$ cat src/rtl/scratch_pkg.sv
// Shared scratch-RAM definitions: word/address widths and block-mover enums.
package scratch_pkg;

  localparam int unsigned SCR_DATA_W = 10;
  localparam int unsigned SCR_ADDR_W = 8;

  typedef enum logic [1:0] {
    IDLE = 2'd0,
    RD   = 2'd1,
    WR   = 2'd2,
    FIN  = 2'd3
  } mover_state_e;

  typedef enum logic {
    COPY = 1'b0,
    FILL = 1'b1
  } mover_mode_e;

endpackage

$ cat src/rtl/scratch_block_mover.sv
// Scratch RAM block mover: copies a word block between scratch locations or
// fills it with a constant, one word per WR cycle, ascending with wrap.
module scratch_block_mover
  import scratch_pkg::*;
#(
  parameter int unsigned DATA_W = SCR_DATA_W,
  parameter int unsigned ADDR_W = SCR_ADDR_W
) (
  input  logic                clk,
  input  logic                rst_n,
  input  logic                start_i,
  input  logic                mode_i,
  input  logic [ADDR_W-1:0]   src_i,
  input  logic [ADDR_W-1:0]   dst_i,
  input  logic [ADDR_W:0]     len_i,
  input  logic [DATA_W-1:0]   fill_val_i,
  output logic                busy_o,
  output logic                done_o,
  output logic                ram_we_o,
  output logic [ADDR_W-1:0]   ram_addr_o,
  output logic [DATA_W-1:0]   ram_din_o,
  input  logic [DATA_W-1:0]   ram_dout_i
);

  localparam int unsigned CNT_W = ADDR_W + 1;

  mover_state_e        state_q, state_d;
  mover_mode_e         mode_q,  mode_d;
  logic [DATA_W-1:0]   fill_q,  fill_d;
  logic [DATA_W-1:0]   hold_q,  hold_d;
  logic [ADDR_W-1:0]   src_q,   src_d;
  logic [ADDR_W-1:0]   dst_q,   dst_d;
  logic [CNT_W-1:0]    rem_q,   rem_d;

  logic                busy_q,  busy_d;
  logic                done_q,  done_d;
  logic                we_q,    we_d;
  logic [ADDR_W-1:0]   addr_q,  addr_d;
  logic [DATA_W-1:0]   din_q,   din_d;

  // Next-state, datapath and next-output logic
  always_comb begin
    state_d = state_q;
    mode_d  = mode_q;
    fill_d  = fill_q;
    hold_d  = hold_q;
    src_d   = src_q;
    dst_d   = dst_q;
    rem_d   = rem_q;

    case (state_q)
      IDLE: begin
        if (start_i) begin
          if (len_i == '0) begin
            state_d = FIN;
          end else begin
            mode_d  = mover_mode_e'(mode_i);
            fill_d  = fill_val_i;
            src_d   = src_i;
            dst_d   = dst_i;
            rem_d   = len_i;
            state_d = (mover_mode_e'(mode_i) == FILL) ? WR : RD;
          end
        end
      end
      RD: begin
        hold_d  = ram_dout_i;
        src_d   = src_q + ADDR_W'(1);
        state_d = WR;
      end
      WR: begin
        dst_d = dst_q + ADDR_W'(1);
        rem_d = rem_q - CNT_W'(1);
        if (rem_q == CNT_W'(1)) begin
          state_d = FIN;
        end else if (mode_q == COPY) begin
          state_d = RD;
        end
      end
      FIN: begin
        state_d = IDLE;
      end
      default: begin
        state_d = IDLE;
      end
    endcase

    // Outputs are decoded from the next register values so they come straight off flops
    busy_d = (state_d == RD) || (state_d == WR);
    done_d = (state_d == FIN);
    we_d   = (state_d == WR);
    addr_d = '0;
    din_d  = '0;
    case (state_d)
      RD: begin
        addr_d = src_d;
      end
      WR: begin
        addr_d = dst_d;
        din_d  = (mode_d == FILL) ? fill_d : hold_d;
      end
      default: begin
        addr_d = '0;
      end
    endcase
  end

  // State, datapath and output registers
  always_ff @(posedge clk or negedge rst_n) begin
    if (!rst_n) begin
      state_q <= IDLE;
      mode_q  <= COPY;
      fill_q  <= '0;
      hold_q  <= '0;
      src_q   <= '0;
      dst_q   <= '0;
      rem_q   <= '0;
      busy_q  <= 1'b0;
      done_q  <= 1'b0;
      we_q    <= 1'b0;
      addr_q  <= '0;
      din_q   <= '0;
    end else begin
      state_q <= state_d;
      mode_q  <= mode_d;
      fill_q  <= fill_d;
      hold_q  <= hold_d;
      src_q   <= src_d;
      dst_q   <= dst_d;
      rem_q   <= rem_d;
      busy_q  <= busy_d;
      done_q  <= done_d;
      we_q    <= we_d;
      addr_q  <= addr_d;
      din_q   <= din_d;
    end
  end

  assign busy_o     = busy_q;
  assign done_o     = done_q;
  assign ram_we_o   = we_q;
  assign ram_addr_o = addr_q;
  assign ram_din_o  = din_q;

endmodule

$ cat config.mk
export PLATFORM = sky130hd
export DESIGN_NAME = scratch_block_mover
export DESIGN_NICKNAME = d
export VERILOG_FILES = /design/src/rtl/scratch_pkg.sv /design/src/rtl/scratch_block_mover.sv
export SDC_FILE = /design/constraint.sdc
export NUM_CORES = 1
export LEC_CHECK = 0
export CAP_MARGIN = 20
export CELL_PAD_IN_SITES_DETAIL_PLACEMENT = 1
export CELL_PAD_IN_SITES_GLOBAL_PLACEMENT = 1
export CORE_MARGIN = 4
export CORE_UTILIZATION = 31
export DETAILED_ROUTE_END_ITERATION = 10
export PLACE_DENSITY = 0.75
export SLEW_MARGIN = 25
export SYNTH_ARGS = -nofsm -noshare
export SYNTH_HDL_FRONTEND = slang
export SYNTH_SLANG_ARGS = --single-unit
$ cat constraint.sdc
create_clock -name clk -period 4.6 [get_ports clk]
set_input_delay 0.92 -clock clk [delete_from_list [all_inputs] [get_ports clk]]
set_output_delay 0.92 -clock clk [all_outputs]
set_load 0.05 [all_outputs]
==> flow_summary.ini <==
[clock_tree]
cts_buffers = 9
cts_root_buf = sky130_fd_sc_hd__clkbuf_16
post_cts_buffers = 0
cts_max_level = 3
cts_hold_buffers = 0
postCtsResizedCells = 0
clk-insertion-delay-late_ns = 0.33
tritoncts = built
cts.path.max_buffers = 2
tritoncts_num_sinks = 69
clk_pin_slew_ns = 0.06

[setup_path]
startpoint_type = input pin
worst_r2r_startpoint = rem_q[3]$_DFFE_PN0P_
worst_setup_path_endpoint = ram_addr_o[1]$_DFF_PN0_
worstSetupStartpoint = len_i[4]
ff2ff_path_depth = 9
timing.critical_path.fanout_max = 9
required_arrival_time_at_the_worst_endpoint_ns = 4.83
cp_data_arrival_time_ns = 3.75
critical_path.endpoint_type = flop
critical_path_class = input pin to flop
r2r_setup_slack_ns = 1.60
regToRegEndpoint = ram_addr_o[1]$_DFF_PN0_

[sta]
grt_setup_unrepaired = no
skew_ns = 0.00853
setup_viol = 0
tns_ns = 0
worst_tran_pin_value_ns = 0.837
final.min_clock_period_ns = 3.53
final.setup.worst_slack_ns = 1.07
fin_crit_sh = 0.767
report.final.hold_viol_count = 0
slew_headroom = 0.442
final-max-slew-violation-count = 0
achievable-frequency_ghz = 0.283

[power]
worst_vdd_drop_v = 0.000297
power-per-cell-area_nw_per_um2 = 745
total_leakage_power_uw = 0.00199

[synthesis]
synth.cell_area_um2 = 3520
ys_ff_latch = 69
postSynthNetCount = 387
synth_area_per_cell_um2 = 10.6
synth_edf_count = 0
yosysUniqueCellTypes = 64
synthFlopType = sky130_fd_sc_hd__dfrtp_1
async_reset_ff_frac = 1.00
yosys_warnings = 0
sequential_element_share_of_the_synthesized_area = 0.491
syn-instance-count = 331

[place]
post_dp_cell_area_um2 = 4320
dp.final_hpwl_mm = 7.42
globalplace.congestion = 0.811
buffer_ports.inserted = 69
numPlacedInstances = 526
place_ws_ns = 0.759

[route]
drc = 0
viasPerCell = 5.32
route.antenna.remaining_nets = 0
drt-pass1-iter-count = 4
drt-initial-drc-count = 124
drt-total-wl_mm = 10.1
vias = 2881
post_dr_wirelength_cell_um = 18.6

[layout]
postLayoutCellArea_um2 = 4630
finish.cell_count_without_fillers = 542
multi_input_area_um2 = 1630
layout.core_utilization = 0.421
final_layout_size_suffix_gt1_frac = 0.117
area.growth.synth_to_final_pct = 31.5
layout.nets = 453
antenna_cells = 0
fillerInstances = 1196
sequential_cell_area_um2 = 1730

[outcome]
outcome = completed

[floorplanning]
initial_core_util = 0.320
die_area_um2 = 13100
dieHeight_um = 115
fp-row-count = 38
core-area_um2 = 11000
die_w_um = 115
pin_count = 70

[global_routing]
grt_use_total = 0.163
total_global_routing_overflow = 0
grt_pass1_wl_mm = 16.6
grt_start_max_net_pins = 47
grt_pass1_vias = 3140
number_of_antenna_violations_at_the_first_check_in_global_routing = 0

[hold_path]
holdCritPathClass = flop to flop

[run]
drv.max_cap_violation_count = 0
-- per-layer routing --
layer  GRT usage  up-vias  routed length (µm)
li1            -     1356                   -
met1       0.214     1464                4640
met2       0.270       50                4990
met3      0.0359       11                 337
met4      0.0451        0                 125
met5           0        -                   0
-- layout by cell type, fill, tap and decap left out, drive strengths merged, types with 5 or more instances in the layout --
| master | synthesis | routed |
|---|---|---|
| dfrtp | 69 | 69 |
| clkdlybuf4s50 | 0 | 68 |
| nand2 | 26 | 26 |
| nor2 | 20 | 20 |
| inv | 16 | 19 |
| o21ai | 15 | 15 |
| mux2i | 14 | 14 |
| a21oi | 12 | 12 |
| mux2 | 12 | 12 |
| nor3 | 11 | 11 |
| o211a | 10 | 10 |
| clkbuf | 11 | 9 |
| nand3 | 7 | 7 |
| ha | 7 | 7 |
| o22ai | 7 | 7 |
| o211ai | 6 | 6 |
| buf | 8 | 6 |
| a32o | 5 | 5 |
| nor4 | 5 | 5 |
| o311ai | 5 | 5 |
-- Yosys cell counts, types with 6 or more instances --
library cell                n  share of area
sky130_fd_sc_hd__mux2_2    12          0.038
sky130_fd_sc_hd__o211a_1   10          0.028
sky130_fd_sc_hd__ha_1       7          0.025
sky130_fd_sc_hd__nor3_1    10          0.014
sky130_fd_sc_hd__mux2i_1   14          0.040
sky130_fd_sc_hd__a21oi_1   12          0.017
sky130_fd_sc_hd__nand2_1   26          0.028
sky130_fd_sc_hd__o22ai_1    6          0.011
sky130_fd_sc_hd__inv_1     15          0.016
sky130_fd_sc_hd__clkbuf_1  11          0.012
sky130_fd_sc_hd__nor2_1    20          0.021
sky130_fd_sc_hd__o211ai_1   6          0.013
sky130_fd_sc_hd__nand3_1    7          0.010
sky130_fd_sc_hd__dfrtp_1   69           0.49
sky130_fd_sc_hd__o21ai_0   15          0.021
-- state kept, by name (all words and copies together), names as in the netlist, 2 cells and up --
signal      cells
src_q           8
ram_din_o      10
fill_q         10
state_q         2
rem_q           9
hold_q         10
dst_q           8
ram_addr_o      8
-- cell families (layout without fill, tap and decap cells) --
group / after synthesis / in the layout / synth area share
simple gates: 103 / 103 / 0.155
xor+xnor: 1 / 1 / 0.00249
compound gates: 88 / 88 / 0.200
buf+inv: 37 / 108 / 0.0487
fa+ha+maj: 7 / 7 / 0.0249
mux: 26 / 26 / 0.0782
flops: 69 / 69 / 0.491
-- cell type report --
cell class,instances,share of cell area
Tap cell,140,0.0379
Inverter,18,0.0146
Multi-Input combinational cell,225,0.351
Sequential cell,69,0.373
Clock inverter,7,0.0176
Clock buffer,9,0.0487
Timing Repair Buffer,74,0.157
-- metrics by stage --
| step | hold WS, ns | total power (µW) |
|---|---|---|
| 2_1_floorplan | 0.447 | 2230 |
| 5_1_grt | 0.505 | 3700 |
| 3_5_place_dp | 0.475 | 2750 |
| 3_3_place_gp | 0.460 | 2680 |
| 4_1_cts | 0.490 | 3490 |
| 6_report | 0.482 | 3450 |
-- power breakdown --
| part | switching (µW) | total [µW] | leakage (µW) | internal (µW) |
|---|---|---|---|---|
| sequential | 234 | 1120 | 0.000847 | 888 |
| combinational | 968 | 1620 | 0.000993 | 648 |
| clock | 282 | 709 | 0.000147 | 427 |
| total | 1480 | 3450 | 0.00199 | 1960 |
-- worst min path at each step --
| stage | endpoint | from | slack (ns) | cells past startpoint |
|---|---|---|---|---|
| final | hold_q[0]$_DFF_PN0_ | hold_q[0]$_DFF_PN0_ | 0.48 | 2 |
| after global routing | hold_q[8]$_DFF_PN0_ | hold_q[8]$_DFF_PN0_ | 0.51 | 1 |
| after CTS | hold_q[1]$_DFF_PN0_ | hold_q[1]$_DFF_PN0_ | 0.49 | 2 |
| after detailed placement | hold_q[1]$_DFF_PN0_ | hold_q[1]$_DFF_PN0_ | 0.48 | 2 |
| after global placement | hold_q[1]$_DFF_PN0_ | hold_q[1]$_DFF_PN0_ | 0.46 | 2 |
| after floorplan | hold_q[0]$_DFF_PN0_ | hold_q[0]$_DFF_PN0_ | 0.45 | 2 |
-- worst max-delay path, stage by stage --
cell                              delay (ns)
sky130_fd_sc_hd__clkdlybuf4s50_1        0.44
sky130_fd_sc_hd__or4_4                  0.63
sky130_fd_sc_hd__nor3_1                 0.26
sky130_fd_sc_hd__nand2b_1               0.14
sky130_fd_sc_hd__a21oi_1                0.09
sky130_fd_sc_hd__or3_1                  0.36
sky130_fd_sc_hd__ha_1                   0.36
sky130_fd_sc_hd__clkinv_1               0.16
sky130_fd_sc_hd__nand2_1                0.10
sky130_fd_sc_hd__o32ai_1                0.29
No activity file was read; power rests on OpenSTA's default activity.
